[src/rtl/pwm_fade_ctrl.sv]
// Duty sequencer for the display PWM: immediate set/off, timed fade to a target,
// and a repeating breathe cycle, all paced by a prescaled step tick.
module pwm_fade_ctrl #(
    parameter int DW         = 4,
    parameter int STEP_DIV   = 1200000,
    parameter int HOLD_STEPS = 4
) (
    input  logic          clk,
    input  logic          reset,
    input  logic          start,
    input  logic [1:0]    mode,
    input  logic [DW-1:0] target,
    input  logic          stop,
    output logic [DW-1:0] duty,
    output logic          busy,
    output logic          done,
    output logic [2:0]    state
);

    localparam int PW = (STEP_DIV > 1) ? $clog2(STEP_DIV) : 1;
    localparam int HW = (HOLD_STEPS > 1) ? $clog2(HOLD_STEPS) : 1;
    localparam logic [PW-1:0] PRE_LAST  = PW'(STEP_DIV - 1);
    localparam logic [HW-1:0] HOLD_LAST = HW'(HOLD_STEPS - 1);

    typedef enum logic [2:0] {
        IDLE    = 3'd0,
        RAMP    = 3'd1,
        UP      = 3'd2,
        HOLD_HI = 3'd3,
        DOWN    = 3'd4,
        HOLD_LO = 3'd5
    } state_e;

    typedef enum logic [1:0] {
        CMD_SET     = 2'b00,
        CMD_FADE    = 2'b01,
        CMD_BREATHE = 2'b10,
        CMD_OFF     = 2'b11
    } cmd_e;

    state_e        state_q, state_d;
    logic [DW-1:0] duty_q, duty_d;
    logic [DW-1:0] tgt_q, tgt_d;
    logic [PW-1:0] pre_q, pre_d;
    logic [HW-1:0] hold_q, hold_d;
    logic          done_q, done_d;
    logic          tick;

    // One step toward goal; the comparison comes first, so duty can never wrap.
    function automatic logic [DW-1:0] step_toward(input logic [DW-1:0] cur,
                                                  input logic [DW-1:0] goal);
        if (cur < goal)      return cur + 1'b1;
        else if (cur > goal) return cur - 1'b1;
        return cur;
    endfunction

    assign tick = (state_q != IDLE) && (pre_q == PRE_LAST);

    always_comb begin
        // NOTE: every _d gets its hold value first so no path through the case infers a latch.
        state_d = state_q;
        duty_d  = duty_q;
        tgt_d   = tgt_q;
        hold_d  = hold_q;
        done_d  = 1'b0;

        case (state_q)
            IDLE: begin
                if (start && !stop) begin
                    case (cmd_e'(mode))
                        CMD_SET: begin
                            duty_d = target;
                            done_d = 1'b1;
                        end
                        CMD_OFF: begin
                            duty_d = '0;
                            done_d = 1'b1;
                        end
                        CMD_FADE: begin
                            tgt_d = target;
                            if (duty_q == target) done_d  = 1'b1;
                            else                  state_d = RAMP;
                        end
                        CMD_BREATHE: begin
                            tgt_d = target;
                            if (target == '0) begin
                                duty_d = '0;
                                done_d = 1'b1;
                            end else begin
                                state_d = UP;
                            end
                        end
                    endcase
                end
            end
            RAMP: begin
                if (tick) begin
                    duty_d = step_toward(duty_q, tgt_q);
                    if (duty_d == tgt_q) begin
                        state_d = IDLE;
                        done_d  = 1'b1;
                    end
                end
            end
            UP: begin
                if (tick) begin
                    duty_d = step_toward(duty_q, tgt_q);
                    if (duty_d == tgt_q) begin
                        state_d = HOLD_HI;
                        hold_d  = '0;
                    end
                end
            end
            DOWN: begin
                if (tick) begin
                    duty_d = step_toward(duty_q, '0);
                    if (duty_d == '0) begin
                        state_d = HOLD_LO;
                        hold_d  = '0;
                    end
                end
            end
            HOLD_HI, HOLD_LO: begin
                if (tick) begin
                    if (hold_q == HOLD_LAST) begin
                        hold_d  = '0;
                        state_d = (state_q == HOLD_HI) ? DOWN : UP;
                    end else begin
                        hold_d = hold_q + 1'b1;
                    end
                end
            end
            default: state_d = IDLE;
        endcase

        // Abort: freeze duty where it is and skip the done pulse.
        if (stop && state_q != IDLE) begin
            state_d = IDLE;
            duty_d  = duty_q;
            done_d  = 1'b0;
        end

        if (state_q == IDLE || state_d == IDLE) pre_d = '0;
        else if (pre_q == PRE_LAST)             pre_d = '0;
        else                                    pre_d = pre_q + 1'b1;
    end

    // NOTE: state registers use non-blocking assignments so all flops update from pre-edge values.
    always_ff @(posedge clk or posedge reset) begin
        if (reset) begin
            state_q <= IDLE;
            duty_q  <= '0;
            tgt_q   <= '0;
            pre_q   <= '0;
            hold_q  <= '0;
            done_q  <= 1'b0;
        end else begin
            state_q <= state_d;
            duty_q  <= duty_d;
            tgt_q   <= tgt_d;
            pre_q   <= pre_d;
            hold_q  <= hold_d;
            done_q  <= done_d;
        end
    end

    assign duty  = duty_q;
    assign busy  = (state_q != IDLE);
    assign done  = done_q;
    assign state = state_q;

endmodule

[config.mk]
export PLATFORM = sky130hd
export DESIGN_NAME = pwm_fade_ctrl
export DESIGN_NICKNAME = d
export VERILOG_FILES = /design/src/rtl/pwm_fade_ctrl.sv
export SDC_FILE = /design/constraint.sdc
export NUM_CORES = 1
export LEC_CHECK = 0
export CAP_MARGIN = 20
export CORE_MARGIN = 8
export CORE_UTILIZATION = 56
export DETAILED_ROUTE_END_ITERATION = 16
export GPL_TIMING_DRIVEN = 0
export MAX_ROUTING_LAYER = met4
export PLACE_DENSITY = 0.77
export SLEW_MARGIN = 20
export SYNTH_ARGS = -nofsm -noshare
export SYNTH_HDL_FRONTEND = slang
export SYNTH_SLANG_ARGS = --single-unit
[constraint.sdc]
create_clock -name clk -period 8.7 [get_ports clk]
set_clock_uncertainty 0.2 [all_clocks]
set_input_delay 1.305 -clock clk [delete_from_list [all_inputs] [get_ports clk]]
set_output_delay 1.305 -clock clk [all_outputs]
set_load 0.05 [all_outputs]
* After elaboration in Yosys (flattened, before gate mapping) *
Cells that the tools add are included.

storage, ports and cells
  input bits = 10
  register bits after elaboration = 35

cells by class
  add/subtract/negate cells = 4
  mux-type cells = 61
  reductions and logical operators = 19
  eq/ne operators = 22
  bitwise logic cells = 1
  magnitude comparators = 4

operators with widths
  kind                                           count
  2-to-1 mux 4 bit                               18
  2-to-1 mux 21 bit                              2
  2-to-1 mux 3 bit                               13
  adder 21 x 1 -> 21 bit, second input constant  1
  == test 21 bit, second input constant          1
  one-hot mux 4 bit (4 select lines)             1
  2-to-1 mux 1 bit                               15
  one-hot mux 3 bit (5 select lines)             1
  != test 2 bit, second input constant           7
  == test 4 bit                                  3
  2-to-1 mux 2 bit                               6
  one-hot mux 4 bit (3 select lines)             1
  zero test 4 bit                                2
  AND reduction 8 bit                            1
  == test 2 bit, second input constant           3
  == test 3 x 2 -> 1 bit, second input constant  2
  == test 3 bit, second input constant           2
  zero test 3 bit                                2
  one-hot mux 2 bit (3 select lines)             1
  one-hot mux 3 bit (2 select lines)             1
  AND reduction 6 bit                            1
  nonzero test 3 bit                             2
  OR reduction 2 bit                             3
  adder 4 x 1 -> 4 bit, second input constant    1
  19 further kinds                               21

* Logic depth before layout (Yosys ltp) *
Gate-level depths: netlist (run 1).

  word-level depth = 16
  depth in mapped cells = 10

* Worst setup path after synthesis (run 1) *
Ideal clock, no wire load.

  kind = register -> register
  start = register duty_q[0] (netlist: duty[0])
  end = register state_q[0] (netlist: state[0])
  setup time = 0.124 ns
  required time = 8.376 ns
  cell stages (with the launch flop) = 11
  arrival = 2.997 ns
  slack = 5.379 ns
  path buffers = 1
  period minus slack after synthesis = 3.321 ns
  cell sequence = dfrtp_1 clkbuf_1 inv_1 ha_1 nor2b_4 o211ai_4 a31o_1 o21a_1 or4b_4 o31a_1 a211o_1

between the ends
  cells in the longest elaborated chain, start to end = 13
  elaborated cells on any way between the ends = 43
  those cells by class = add/sub (2); order compare (4); eq/ne (3); mux (33); reduce/logical (1)

ends and longest elaborated chain
  item                                                                      line          text
  from (decl)                                                               42            logic [DW-1:0] duty_q, duty_d;
  from (signal assigned)                                                    159           duty_q <= duty_d;
  > comparator 4 bit / > comparator 4 x 1 -> 1 bit (equally long branches)  53            else if (cur > goal) return cur - 1'b1;
  2-to-1 mux 1 bit                                                          53
  2-to-1 mux 1 bit                                                          52            if (cur < goal) return cur + 1'b1;
  2-to-1 mux 1 bit (on tied branches)                                       106, 115
  2-to-1 mux 1 bit                                                          67            case (state_q)
  2-to-1 mux 4 bit                                                          54            return cur;
  2-to-1 mux 4 bit (on tied branches)                                       106, 115, 97
  2-to-1 mux 4 bit                                                          67
  == test 4 bit (tied with other cells)                                     108           if (duty_d == tgt_q) begin
  2-to-1 mux 3 bit (on tied branches)                                       108, 117, 99
  2-to-1 mux 3 bit (on tied branches)                                       106, 115, 97
  one-hot mux 3 bit (5 select lines) *                                      67
  2-to-1 mux 3 bit *                                                        137           if (stop && state_q != IDLE) begin
  named net state_d[0]                                                      41            state_e state_q, state_d;
  to (signal assigned)                                                      158           state_q <= state_d;
  to (decl)                                                                 41

The timed path passes the listed nets; every way through them passes the cells marked *. The select of a mux whose other input is x is not followed.
A chain may end at the register's enable or synchronous reset.

* Worst setup path after layout (run 1) *
  start = register state_q[2] (netlist: state[2])
  end = output busy

between the ends
  cells in the longest elaborated chain, start to end = 1

ends and longest elaborated chain
  item                line  text
  nonzero test 3 bit  168   assign busy = (state_q != IDLE);
  to (decl)           15    output logic busy,

No other way between the ends.

==> out/metrics.yaml, run 1 <==
timing:
  whs_ns: 0.2960
  rsz0062_at_grt: "no"
  slew_violations: 0
  setup_slack_ns: 5.204
  finalSetupViolCount: 0
  tightest_slew_ns: 0.7501
  slew_headroom_pct: 49.92
  setup_tns_ns: 0
  hold_viol: 0
  fin_crit_ns: 3.496
  fmax_ghz: 0.2860
  fin_crit_sh_pct: 40.19
layout:
  area_growth_pct: 14.83
  drive_gt1_share_pct: 8.682
  final_common_cell: "nor2_1"
  final_cell_mix: "41 x nor2_1, 35 x dfrtp_1, 22 x nand2_1"
  fin_nets: 332
  diodes: 0
cts:
  htreeDepth: 2
  clock-root-buffer: "clkbuf_8"
  numCtsBuffers: 5
  cts_hold_buf: 0
  clockBufferDepth: 2
  path_clk_slew_ns: 0.08
  clock_latency_ns: 0.29
  cts_tree: "done"
  cts.sinks: 35
  cts_resized: 0
  postCtsSetupBuffers: 0
die:
  start_util_pct: 56.99
  die_w_um: 82.11
  ios: 19
  row_count: 24
  die_y_um: 82.11
  die_area_um2: 6741
  coreArea_um2: 4294
power:
  pwr-share-clk_pct: 18.7
  cellLeakagePower_nw: 1.176
  pwr-share-comb_pct: 56.2
  power_switching_w: 0.0003595
  intPower_w: 0.0004592
  power_density_nw_per_um2: 291.3
  seqPwrFrac_pct: 25.1
  ir_drop_uv: 175.0
  sw_frac_of_total_pct: 43.91
setup_path:
  cp-end-kind: "output pin"
  r2r_end: "state[0]"
  crit_type: "reg2out"
  worstSetupStartpointType: "flip-flop"
  cp_max_fo: 9
  r2r-start: "duty[0]"
  reg2regPathDepth: 10
  arrival_ns: 1.99
  cp.required_ns: 7.19
  r2r_slack_ns: 5.31
route:
  drt_iter0_drc: 114
  final_antenna_net_count: 0
  drt-wirelength-per-cell_um: 14.76
  drt_wl_total_um: 5358
  drc: 0
  first_pass_iters: 4
  vias_per_cell: 5.818
  vias: 2112
synthesis:
  yosysTopAreaCellShare_pct: 35.79
  postSynthCellCount: 285
  synth_edf_count: 0
  seq_area_frac_synth_pct: 35.79
  ys_seq_elements: 35
  synthArstFlopShare_pct: 100.0
  synth_top_area_cell: "dfrtp_1"
  synth_fp_nets: 307
  syn_area_per_cell_um2: 8.587
  ys.flop_type: "dfrtp_1"
  synth_area_leaders: "dfrtp_1 36%, nor2_1 6.3%, ha_1 6.1%"
  syn_area_um2: 2447
  ys_warn_count: 0
  yosysUniqueCellTypes: 54
placed_design:
  dp_hpwl_um: 3975
  pre_cts_slack_ns: 5.183
  gp_congestion: 0.9390
  portBuffers: 18
worst_hold_path:
  min_path_type: "reg2reg"
  min-delay-start: "pre_q[0]"
  worstHoldPathCells: 1
  hold_end: "pre_q[0]"
grt:
  grt_max_degree: 36
  grt_pass1_wl_um: 8956
  antenna_found_initial: 0
  globalRouteTotalUtil_pct: 17.45
  grt_pass1_vias: 2049
  overflow: 0
flow_run:
  cap_violations: 0
run_status:
  status: "finished clean"
-- power by group through the flow --
stage | Clock, W | Combinational, W | Sequential [W]
after floorplan | 0 | 0.000316 | 0.000245
after global placement | 0 | 0.000448 | 0.000208
after detailed placement | 0 | 0.000456 | 0.000209
after CTS | 0.000156 | 0.000457 | 0.000206
after global routing | 0.000164 | 0.000499 | 0.000209
final | 0.000153 | 0.000460 | 0.000206
-- how the worst max path moves through the flow --
stage                   from       end  slack [ns]
floorplan            duty[0]  state[0]        5.38
global placement     mode[0]   duty[1]        5.24
detailed placement   mode[0]   duty[1]        5.18
CTS                 state[2]      busy        5.20
global route        state[2]      busy        5.11
finish              state[2]      busy        5.20
-- cell usage after synthesis (all sizes together), types with 2 or more instances --
cell type and instances:
nor2 41, dfrtp 35, nand2 22, inv 16, xor2 16, a21oi 14, nand3 14, o21ai 14
ha 12, xnor2 11, nor3 8, and3 7, clkbuf 7, or3 5, mux2 4, nand4 4
nor2b 4, a31o 3, a31oi 3, mux2i 3, nand2b 3, nor3b 3, nor4 3, a211oi 2
a21o 2, a221oi 2, and2 2, buf 2, nand3b 2, nor4bb 2, o211ai 2, o21a 2
or2 2
-- sequential cells by signal (all words and copies together) (netlist names) --
name,count
done,1
duty,4
hold_q,2
pre_q,21
state,3
tgt_q,4
-- logic make-up after synthesis --
family,Yosys count,synth area share (%)
simple gates,126,26.38
compound gates,53,14.78
flops,35,35.79
fa+ha+maj,12,6.135
mux,7,3.067
buf+inv,25,4.192
xor+xnor,27,9.662
-- worst max-delay path, stage by stage, from the launching register on --
cell             delay (ns)
dfrtp_1                0.38
clkbuf_1               0.19
or3_1                  0.42
clkdlybuf4s50_1        0.71
-- layer usage --
metal,wire [µm],share of wire (%),global-route usage [%],up-vias
met5,0,0,-,-
met4,101,1.9,6.316,0
met3,292,5.4,4.221,10
met2,2526,47,28.89,58
met1,2438,46,20.15,987
li1,-,-,-,1057
-- per-stage QoR --
step	util (%)	power (W)	cell area (µm²)	std cells
3_3_place_gp	62.70	0.0006558	2693	355
4_1_cts	65.44	0.0008192	2810	363
6_report	65.44	0.0008187	2810	363
3_5_place_dp	62.70	0.0006646	2693	355
2_1_floorplan	-	0.0005609	2447	285
5_1_grt	65.44	0.0008718	2810	363
-- final cells by class --
class	instances	area [µm²]
fill	354	1484
multi-input combinational	225	1469
sequential	35	875.8
timing repair buffer	18	180.2
clock buffer	6	82.58
tap	52	65.06
inverter	16	60.06
buffer	9	42.54
clock inverter	2	35.03
Note: power is estimated with default switching activity, not from simulation.
==> inputs of run 2 (changes only) <==
--- a/config.mk
+++ b/config.mk
@@ -7,11 +7,11 @@
 export LEC_CHECK = 0
 export CAP_MARGIN = 20
 export CORE_MARGIN = 8
-export CORE_UTILIZATION = 56
+export CORE_UTILIZATION = 53
 export DETAILED_ROUTE_END_ITERATION = 16
 export GPL_TIMING_DRIVEN = 0
 export MAX_ROUTING_LAYER = met4
-export PLACE_DENSITY = 0.77
+export PLACE_DENSITY = 0.76
 export SLEW_MARGIN = 20
 export SYNTH_ARGS = -nofsm -noshare
 export SYNTH_HDL_FRONTEND = slang
==> constraint.sdc (replaced) <==
create_clock -name clk -period 2.9 [get_ports clk]
set_clock_uncertainty 0.2 [all_clocks]
set_input_delay 0.435 -clock clk [delete_from_list [all_inputs] [get_ports clk]]
set_output_delay 0.435 -clock clk [all_outputs]
set_load 0.05 [all_outputs]
==> out/metrics.yaml, run 2 (synthesis gave the netlist of run 1 again) <==
layout:
  final_cell_mix: "41 x nor2_1, 33 x dfrtp_1, 22 x nand2_1"
  fin_nets: 334  # +0.60%
  fin_cells: 365  # +0.55%
  final_common_cell: "nor2_1"
  fin_area_um2: 2864  # +1.9%
  multi_input_area_um2: 1506  # +2.6%
  regMostFlops: "pre_q"
  nFillCells: 374  # +5.6%
  area_growth_pct: 17.02
  largest_reg_flops: 21  # unchanged
  diodes: 0  # unchanged
  register_area_um2: 878.3  # +0.29%
  drive_gt1_share_pct: 12.46  # +3.8 points
setup_path:
  arrival_ns: 2.80  # +0.81 ns
  worstSetupStartpointType: "flip-flop"
  crit_type: "reg2reg"
  cp_max_fo: 8  # -1
  cp-end-kind: "flip-flop"
  cp.required_ns: 2.88  # -4.31 ns
worst_hold_path:
  min_path_type: "reg2reg"
route:
  final_antenna_net_count: 0  # unchanged
  vias: 2070  # -2.0%
  drc: 0  # unchanged
  drt-wirelength-per-cell_um: 14.17  # -4.0%
  drt_wl_total_um: 5172  # -3.5%
  drt_iter0_drc: 174  # +53%
  vias_per_cell: 5.671  # -2.5%
  first_pass_iters: 5  # +1
placed_design:
  postPlaceCellArea_um2: 2711  # +0.70%
  gp_congestion: 0.8646  # -7.9%
  dp_cells: 355  # unchanged
  portBuffers: 18  # unchanged
  dp_hpwl_um: 3861  # -2.9%
  pre_cts_slack_ns: 0.001749  # -5.182 ns
timing:
  fin_crit_ns: 2.827
  setup_tns_ns: 0  # unchanged
  setup_slack_ns: 0.07342  # -5.130 ns
  tightest_slew_ns: 0.7206  # -0.02946 ns
  slew_headroom_pct: 51.89  # +2.0 points
  finalSetupViolCount: 0  # unchanged
  fmax_ghz: 0.3538
  slew_violations: 0  # unchanged
  rsz0062_at_grt: "yes"
  hold_viol: 0  # unchanged
  fin_crit_sh_pct: 97.47
power:
  cellLeakagePower_nw: 1.180  # +0.35%
  power_density_nw_per_um2: 863.2  # +200%
  ir_drop_uv: 471.2  # +170%
  p_total_w: 0.002472  # +200%
die:
  die_w_um: 83.96  # +2.3%
  ios: 19  # unchanged
  die_y_um: 83.96  # +2.3%
  start_util_pct: 55.44  # -1.6 points
  row_count: 24  # unchanged
  die_area_um2: 7048  # +4.6%
  coreArea_um2: 4414  # +2.8%
grt:
  grt_pass1_vias: 1931  # -5.8%
  grt_pass1_wl_um: 8776  # -2.0%
  grt_max_degree: 36  # unchanged
  globalRouteTotalUtil_pct: 15.04  # -2.4 points
  antenna_found_initial: 0  # unchanged
  overflow: 0  # unchanged
cts:
  cts_tree: "done"
  cts_hold_buf: 0  # unchanged
  clock-root-buffer: "clkbuf_8"
  clock_latency_ns: 0.29  # about the same
  numCtsBuffers: 5  # unchanged
  cts.sinks: 35  # unchanged
  clockBufferDepth: 2  # unchanged
  htreeDepth: 2  # unchanged
  path_clk_slew_ns: 0.08  # about the same
flow_run:
  cap_violations: 0  # unchanged
run_status:
  status: "finished clean"
run 2: report_power, final:
group,switching [W],total [W],internal (W)
clock,0.000186,0.000379,0.000194
sequential,0.0000686,0.000627,0.000558
combinational,0.000848,0.00147,0.000618
run 2: what timing repair did:
item,4_1_cts,5_1_grt
resized for setup,0,8
setup endpoints to repair,1,14
pin swaps,1,1
buffers inserted,0,2
run 2: per-layer routing:
metal	share of wire, %	global-route usage [%]
met5	0	-
met4	0.70	3.297
met3	4.4	3.418
met2	48	24.42
met1	47	18.54
run 2: path summary, 6_finish.rpt:
kind,startpoint,end,slack [ns],cells past startpoint
max,duty[1],state[0],0.07,10
min in group asynchronous,reset,pre_q[6],0.39,2
min reg2reg,pre_q[0],pre_q[0],0.30,1
max reg2reg,duty[1],state[0],0.07,10
max in group asynchronous,reset,duty[1],1.62,2
min,pre_q[0],pre_q[0],0.30,1
run 2: final cells by class:
class,count,area share [%]
inverter,16,2.272
multi-input combinational,225,52.60
buffer,9,1.922
tap,52,2.272
clock inverter,2,0.5679
clock buffer,6,2.883
timing repair buffer,20,6.815
sequential,35,30.67
run 2: worst max-delay path, stage by stage, from the launching register on:
cell and delay (ns):
dfrtp_2 0.43, buf_2 0.17, inv_1 0.09, ha_2 0.31
nand2_1 0.07, nor2_1 0.04, a31o_1 0.22, o21a_1 0.19
or4b_4 0.50, o31a_1 0.25, a211o_1 0.22
run 2: stage by stage:
step           utilization [%]  hold WS [ns]
2_1_floorplan                -        0.2552
3_3_place_gp             61.42        0.2792
3_5_place_dp             61.42        0.2935
4_1_cts                  63.66        0.3038
5_1_grt                  64.88        0.3360
6_report                 64.88        0.3008
==> inputs of run 3 (changes only) <==
--- a/config.mk
+++ b/config.mk
@@ -7,11 +7,12 @@
 export LEC_CHECK = 0
 export CAP_MARGIN = 20
 export CORE_MARGIN = 8
-export CORE_UTILIZATION = 53
+export CORE_UTILIZATION = 56
 export DETAILED_ROUTE_END_ITERATION = 16
+export DONT_BUFFER_PORTS = 1
 export GPL_TIMING_DRIVEN = 0
 export MAX_ROUTING_LAYER = met4
-export PLACE_DENSITY = 0.76
+export PLACE_DENSITY = 0.74
 export SLEW_MARGIN = 20
 export SYNTH_ARGS = -nofsm -noshare
 export SYNTH_HDL_FRONTEND = slang
==> constraint.sdc (replaced) <==
create_clock -name clk -period 2.9 [get_ports clk]
set_clock_uncertainty 0.2 [all_clocks]
set_input_delay 0.435 -clock clk [delete_from_list [all_inputs] [get_ports clk]]
set_output_delay 0.435 -clock clk [all_outputs]
set_load 0.1 [all_outputs]
==> out/metrics.yaml, run 3 (synthesis gave the netlist of run 1 again) <==
layout:
  area_growth_pct: 14.83
  nFillCells: 366  # -2.1%
  final_common_cell: "nor2_1"
  multi_input_area_um2: 1523  # +1.1%
  register_area_um2: 893.4  # +1.7%
  diodes: 0  # unchanged
  fin_area_um2: 2810  # -1.9%
  drive_gt1_share_pct: 15.72  # +3.3 points
  largest_reg_flops: 21  # unchanged
  fin_nets: 320  # -4.2%
  regMostFlops: "pre_q"
  final_cell_mix: "41 x nor2_1, 29 x dfrtp_1, 22 x nand2_1"
setup_path:
  critPathBufInv: 3  # +1
  cp-end-kind: "flip-flop"
  crit_family: "simple AND/OR/NAND/NOR gates"
  crit_slowest_cell: "dfrtp_4"
  arrival_ns: 3.13  # +0.33 ns
  worstSetupStartpointType: "flip-flop"
  path_cells: "clkbuf_16 -> inv_6 -> ha_4 -> nand4_1 -> nor2_1 -> a211oi_2 -> o21a_1 -> or4b_4 -> buf_4 -> nor3_4 -> a31o_2"
  crit_type: "reg2reg"
  cp.required_ns: 2.93  # +0.05 ns
  cp_max_fo: 5  # -3
  slowest_delay_ns: 0.64  # +0.14 ns
power:
  cellLeakagePower_nw: 1.160  # -1.7%
  power_density_nw_per_um2: 1022  # +18%
  ir_drop_uv: 435.0  # -7.7%
grt:
  globalRouteTotalUtil_pct: 18.49  # +3.5 points
  grt_max_degree: 36  # unchanged
  grt_pass1_vias: 2128  # +10%
  grt_pass1_wl_um: 9418  # +7.3%
  antenna_found_initial: 0  # unchanged
  overflow: 0  # unchanged
cts:
  clock_latency_ns: 0.29  # about the same
  numCtsBuffers: 5  # unchanged
  htreeDepth: 2  # unchanged
  cts.sinks: 35  # unchanged
  cts_tree: "done"
  clockBufferDepth: 2  # unchanged
  clock-root-buffer: "clkbuf_8"
  path_clk_slew_ns: 0.08  # about the same
timing:
  whs_ns: 0.03826  # -0.2626 ns
  finalSetupViolCount: 4  # +4
  slew_violations: 0  # unchanged
  rsz0062_at_grt: "yes"
  fin_crit_ns: 3.102  # +0.2755 ns
  fin_crit_sh_pct: 107.0  # +9.5 points
  hold_viol: 0  # unchanged
  fmax_ghz: 0.3224  # -8.9%
  setup_slack_ns: -0.2021  # -0.2755 ns
  slew_headroom_pct: 32.85  # -19 points
  tightest_slew_ns: 1.007  # +0.2866 ns
die:
  die_w_um: 82.11  # -2.2%
  ios: 19  # unchanged
  die_area_um2: 6741  # -4.4%
  coreArea_um2: 4294  # -2.7%
  start_util_pct: 56.99  # +1.6 points
  row_count: 24  # unchanged
  die_y_um: 82.11  # -2.2%
worst_hold_path:
  min_path_type: "in2reg"
route:
  drt_iter0_drc: 113  # -35%
  first_pass_iters: 5  # unchanged
  drt_wl_total_um: 5633  # +8.9%
  final_antenna_net_count: 0  # unchanged
  drc: 0  # unchanged
  vias: 2073  # +0.14%
  drt-wirelength-per-cell_um: 16.05  # +13%
  vias_per_cell: 5.906  # +4.1%
run_status:
  status: "finished, violations left"
  violations: "setup timing"
flow_run:
  cap_violations: 0  # unchanged
placed_design:
  dp_hpwl_um: 4075  # +5.5%
  gp_congestion: 0.8626  # -0.23%
  postPlaceCellArea_um2: 2581  # -4.8%
  portBuffers: 0  # -18
[run 3: cell count changes in the layout (fill, tap and decap cells not counted), moves of 3 or more]
cell and delta:
dfrtp_1 -4, dfrtp_4 +4, buf_4 +3, clkdlybuf4s50_1 -18
[run 3: what timing repair did]
| item | CTS | global route |
|---|---|---|
| pin swaps | 2 | 2 |
| hold endpoints to repair | 36 | 0 |
| gates cloned | 0 | 0 |
| setup buffers | 4 | 1 |
| gates resized for setup | 4 | 5 |
| hold buffers | 2 | 0 |
| endpoints found under the setup margin | 20 | 16 |
[run 3: worst paths after layout]
kind / startpoint / end / slack (ns) / depth (start not counted)
max: duty[0] / done / -0.20 / 11
min: stop / state[1] / 0.04 / 1
max reg2reg: duty[0] / done / -0.20 / 11
min reg2reg: pre_q[0] / pre_q[0] / 0.29 / 1
max in group asynchronous: reset / state[1] / 1.43 / 2
min in group asynchronous: reset / duty[3] / 0.52 / 2
[run 3: cell type report]
class / count / share of cell area (%)
repair buffers: 7 / 2.048
flip-flops and latches: 35 / 31.79
well taps: 52 / 2.315
clock inverters: 3 / 2.404
multi-input cells: 225 / 54.19
plain buffers: 8 / 2.493
clock buffers: 5 / 2.449
inverters: 16 / 2.315
[run 3: worst reg2reg max path, cell delays in order (launching register included)]
cell	delay, ns
dfrtp_4	0.64
clkbuf_16	0.21
inv_6	0.04
ha_4	0.25
nand4_1	0.21
nor2_1	0.19
a211oi_2	0.06
o21a_1	0.20
or4b_4	0.49
buf_4	0.16
nor3_4	0.19
a31o_2	0.21
[run 3: power by group]
part	internal, W	total (W)	switching [W]
sequential	0.000570	0.000902	0.000332
clock	0.000343	0.000537	0.000194
combinational	0.000637	0.00143	0.000797
total	0.00155	0.00287	0.00132
[run 3: stage by stage]
| stage | instances | TNS, ns | setup WS, ns | power (W) | util, % |
|---|---|---|---|---|---|
| finish | 351 | -0.7114 | -0.2021 | 0.002873 | 65.44 |
| global route | 351 | -1.206 | -0.3186 | 0.003026 | 65.44 |
| CTS | 351 | -0.5628 | -0.1557 | 0.002773 | 64.92 |
| detailed placement | 337 | -3.320 | -0.2640 | 0.002168 | 60.11 |
| global placement | 337 | -2.909 | -0.2379 | 0.002140 | 60.11 |
| floorplan | 285 | -0.05075 | -0.05075 | 0.001944 | - |
[run 3: metal layers]
metal  track usage [%]  vias up  wire length, µm
li1                  -     1026                -
met1             20.71      989             2472
met2             31.41       49             2797
met3             3.788        9              269
met4             7.719        0               94
met5                 -        -                0
